==> src/rtl/phase_sample_reader.sv <==
// Single-clock reader for a divided-clock producer: a phase register with a rising strobe
// samples a wrapping counter into a small FIFO that drains over valid/ready.
module phase_sample_reader #(
  parameter int DIV   = 1,
  parameter int WIDTH = 2,
  parameter int DEPTH = 4,
  parameter int OVF_W = 8
) (
  input  logic                     clk,
  input  logic                     reset_l,
  input  logic                     en,
  input  logic                     out_ready,
  output logic                     sub_phase,
  output logic                     rise_stb,
  output logic                     out_valid,
  output logic [WIDTH-1:0]         out_data,
  output logic [$clog2(DEPTH):0]   level,
  output logic                     res,
  output logic [OVF_W-1:0]         ovf_cnt
);

  localparam int DIV_W = (DIV > 1) ? $clog2(DIV) : 1;
  localparam int PTR_W = $clog2(DEPTH);
  localparam int LVL_W = PTR_W + 1;

  logic [DIV_W-1:0] div_cnt;
  logic [WIDTH-1:0] cnt;
  logic [WIDTH-1:0] mem [DEPTH];
  logic [PTR_W-1:0] wr_ptr;
  logic [PTR_W-1:0] rd_ptr;
  logic             div_tc;
  logic             full;
  logic             pop;
  logic             push_ok;
  logic             drop;

  assign div_tc    = (div_cnt == DIV_W'(DIV - 1));
  assign rise_stb  = en & div_tc & ~sub_phase;
  assign full      = (level == LVL_W'(DEPTH));
  assign out_valid = (level != '0);
  assign pop       = out_valid & out_ready;
  // A full FIFO still accepts a sample when the head leaves on the same edge.
  assign push_ok   = rise_stb & (~full | pop);
  assign drop      = rise_stb & full & ~pop;
  assign out_data  = out_valid ? mem[rd_ptr] : '0;

  // Counter increments on the pre-edge phase, so a sample taken on the rising
  // edge always sees the value from before that edge.
  always_ff @(posedge clk) begin
    if (!reset_l) begin
      div_cnt   <= '0;
      sub_phase <= 1'b0;
      cnt       <= '0;
    end else if (en) begin
      if (div_tc) begin
        div_cnt   <= '0;
        sub_phase <= ~sub_phase;
      end else begin
        div_cnt <= div_cnt + 1'b1;
      end
      if (sub_phase) cnt <= cnt + 1'b1;
    end
  end

  always_ff @(posedge clk) begin
    if (push_ok) mem[wr_ptr] <= cnt;
  end

  always_ff @(posedge clk) begin
    if (!reset_l) begin
      wr_ptr  <= '0;
      rd_ptr  <= '0;
      level   <= '0;
      res     <= 1'b0;
      ovf_cnt <= '0;
    end else begin
      if (push_ok) wr_ptr <= wr_ptr + 1'b1;
      if (pop)     rd_ptr <= rd_ptr + 1'b1;
      case ({push_ok, pop})
        2'b10:   level <= level + 1'b1;
        2'b01:   level <= level - 1'b1;
        default: level <= level;
      endcase
      // Flagged on the attempt, even when the sample itself is dropped.
      if (rise_stb && (cnt == '1)) res <= 1'b1;
      if (drop && (ovf_cnt != '1)) ovf_cnt <= ovf_cnt + 1'b1;
    end
  end

endmodule

==> config.mk <==
export PLATFORM = sky130hd
export DESIGN_NAME = phase_sample_reader
export DESIGN_NICKNAME = d
export VERILOG_FILES = /design/src/rtl/phase_sample_reader.sv
export SDC_FILE = /design/constraint.sdc
export NUM_CORES = 1
export LEC_CHECK = 0
export ABC_CLOCK_PERIOD_IN_PS = 3800
export CAP_MARGIN = 10
export CELL_PAD_IN_SITES_DETAIL_PLACEMENT = 1
export CELL_PAD_IN_SITES_GLOBAL_PLACEMENT = 1
export CORE_MARGIN = 2
export CORE_UTILIZATION = 41
export DETAILED_ROUTE_END_ITERATION = 8
export GPL_TIMING_DRIVEN = 1
export PLACE_DENSITY = 0.85
export REMOVE_ABC_BUFFERS = 1
export SLEW_MARGIN = 15
export SYNTH_ARGS = -nofsm -noshare
export SYNTH_HDL_FRONTEND = slang
export SYNTH_SLANG_ARGS = --single-unit
==> constraint.sdc <==
create_clock -name clk -period 3.8 [get_ports clk]
set_input_delay 0.38 -clock clk [delete_from_list [all_inputs] [get_ports clk]]
set_output_delay 0.38 -clock clk [all_outputs]
set_load 0.03 [all_outputs]
==> flow_metrics.py <==
metrics = {
    "status": {
        "run_status": "finished clean",
    },
    "critical_path": {
        "rr_startpoint": "level[0]",
        "start_kind": "input pin",
        "reg2reg_slack_ns": 1.64,
        "crit_path_end_kind": "output pin",
        "crit_type": "in -> out",
        "cp.required_ns": 3.42,
        "crit_fanout": 13,
        "r2r-end": "level[2]",
        "cp_data_arrival_time_ns": 2.22,
        "reg2regPathDepth": 6,
    },
    "power": {
        "power_density_nw_per_um2": 499,
        "peakVddDrop_mv": 0.240,
        "finalPower_uw": 859,
        "p_leak_nw": 0.629,
    },
    "worst_hold_path": {
        "min_to": "res",
        "hold_class": "reg -> reg",
        "hp-start": "res",
        "whs_path_depth": 2,
    },
    "die": {
        "num_io_pins": 21,
        "die_h_um": 62.8,
        "fp-row-count": 21,
        "die_w_um": 62.8,
        "die_area_um2": 3940,
        "start_util_pct": 42.5,
        "core_area_um2": 3340,
    },
    "cts": {
        "cts.sink_count": 29,
        "cts.repair.resized": 0,
        "clk_pin_slew_ns": 0.09,
        "root_buffer": "clkbuf_4",
        "ctsHoldBuffers": 0,
        "clock_latency_ns": 0.33,
        "cts_tree": "yes",
        "cts_buffers": 5,
        "post_cts_buffers": 0,
        "htreeDepth": 2,
        "clk_path_buf_depth": 2,
    },
    "detailed_routing": {
        "wl_met1_mm": 1.36,
        "drtIter0Drc": 46,
        "met2_length_mm": 1.56,
        "vias": 1120,
        "drc": 0,
        "firstDrtPassIters": 4,
        "totalWireLength_mm": 3.12,
        "viasPerCell": 5.44,
        "ant_nets": 0,
        "dr_wl_met3_um": 119,
        "wl_per_cell_um": 15.1,
        "top_layer": "met4",
    },
    "synth": {
        "ys_warn_count": 0,
        "ys_types": 41,
        "ys_seq_area_share_pct": 46.6,
        "synth_seq_cells": 29,
        "avgSynthCellArea_um2": 10.3,
        "syn_inst": 138,
        "netlist_area_um2": 1420,
    },
    "timing": {
        "setup_viol": 0,
        "final.setup_skew_ns": 0.00405,
        "rsz0062_at_grt": "false",
        "worst_slew_pin_slew_ns": 0.486,
        "timing.fmax_mhz": 384,
        "tns_ns": 0,
        "finalCritPeriodShare_pct": 68.4,
        "slew_headroom_pct": 67.2,
        "slew_violations": 0,
        "holdWs_ns": 0.486,
        "final-hold-violation-count": 0,
        "fin_crit_ns": 2.60,
    },
    "global_route": {
        "grt_max_degree": 14,
        "grt_use_total_pct": 17.9,
        "grt_pass1_vias": 1153,
        "grt_overflow": 0,
        "antenna_found_initial": 0,
        "grt_pass1_wl_mm": 5.43,
    },
    "flow_run": {
        "maxCapViolCount": 0,
    },
    "layout": {
        "area_delta_synth_final_pct": 21.5,
        "antennaDiodeCount": 0,
        "drive_gt1_share_pct": 8.13,
        "nFillCells": 392,
        "nets": 170,
    },
    "placement": {
        "gp_congestion": 0.736,
        "hpwl_mm": 2.35,
        "port_buffers": 20,
    },
}
[state kept, by name, indices dropped and copies added, names as in the netlist, named ones only]
signal,flops
cnt,2
ovf_cnt,8
level,3
sub_phase,1
rd_ptr,2
mem,8
wr_ptr,2
res,1
[kinds of logic (layout without fill, tap and decap cells)]
group           Yosys count  in the layout  share of synthesized area (%)
simple gates             52             52                           19.9
flops                    29             29                           46.6
compound gates           25             25                           13.2
buf+inv                  12             34                           3.53
xor+xnor                 10             10                           6.18
fa+ha+maj                 7              7                           6.71
mux                       3              3                           3.88
[power by group]
group / total, mW / switching (mW) / internal (mW)
clock: 0.246 / 0.109 / 0.137
sequential: 0.376 / 0.0320 / 0.344
combinational: 0.236 / 0.132 / 0.104
[cells in the final DEF (no fill, tap or decap), drive strengths merged, types with 3 or more instances in the layout]
cell           synthesis  routed
dfxtp                 21      21
clkdlybuf4s50          0      20
nor2                  12      12
nand3                  8       8
nand2                  8       8
edfxtp                 8       8
xor2                   6       6
a21oi                  6       6
ha                     6       6
and2                   6       6
clkbuf                 4       6
inv                    5       5
and3                   5       5
xnor2                  4       4
o21ai                  4       4
or3                    4       4
nand2b                 3       3
[worst max-delay path, cell delays in order]
cell and delay [ns]:
clkdlybuf4s50_1 0.53, or2b_2 0.42, clkinv_1 0.19, clkdlybuf4s50_1 0.70
[metal layers]
layer / vias to the layer above / global-route usage [%]
met4: 0 / 8.33
met1: 548 / 20.5
met2: 25 / 30.4
met5: - / 0
li1: 540 / -
met3: 7 / 5.77
[stage by stage]
stage	setup WS [ns]	utilization, %	instances	area [um^2]
after CTS	1.18	51.6	206	1720
final	1.20	51.6	206	1720
after global routing	1.13	51.6	206	1720
after global placement	1.21	49.4	198	1650
after floorplan	1.56	-	132	1390
after detailed placement	1.14	49.4	198	1650
[layout make-up]
class	count	area, um^2	area share [%]
well taps	46	57.6	3.34
repair buffers	20	200	11.6
multi-input cells	97	707	41.0
inverters	6	22.5	1.31
clock inverters	2	33.8	1.96
flip-flops and latches	29	661	38.3
clock buffers	6	41.3	2.40
[cell usage after synthesis]
cell type	number	share of area (%)
mux2i_1	1	0.71
nand2_1	8	2.1
ha_1	6	5.3
and3_1	5	2.2
xor2_1	6	3.7
or3_2	1	0.53
nand4_1	1	0.44
a2111oi_2	2	2.1
nor4b_1	1	0.62
o2111ai_1	1	0.62
o41ai_1	1	0.62
mux4_2	2	3.2
edfxtp_1	8	17
o21a_1	1	0.53
inv_1	5	1.3
or4b_1	1	0.71
o221ai_1	2	1.2
nand2b_1	3	1.3
buf_4	1	0.53
o211ai_1	1	0.53
and2_2	1	0.53
a211o_1	1	0.62
o311ai_1	1	0.62
a21oi_1	6	2.1
fa_1	1	1.4
nand3_1	8	2.8
buf_2	1	0.35
xnor2_1	4	2.5
nor2_1	12	3.2
a21boi_0	2	1.1
nand4b_1	2	1.2
clkbuf_1	4	1.1
o21ai_0	4	1.4
or2b_2	1	0.62
or3_1	3	1.3
a21o_1	1	0.53
dfxtp_1	21	30
and2_1	5	2.2
a221oi_1	1	0.62
a32oi_1	1	0.62
clkinv_1	1	0.26
[worst max path at each step]
stage,cells past startpoint,to,startpoint,slack (ns)
after detailed placement,5,ovf_cnt[3],out_ready,1.14
final,4,rise_stb,en,1.20
after global routing,4,rise_stb,en,1.13
after global placement,4,rise_stb,en,1.21
after CTS,4,rise_stb,en,1.18
after floorplan,6,level[2],level[0],1.56
Note: power is estimated with default switching activity, not from simulation.
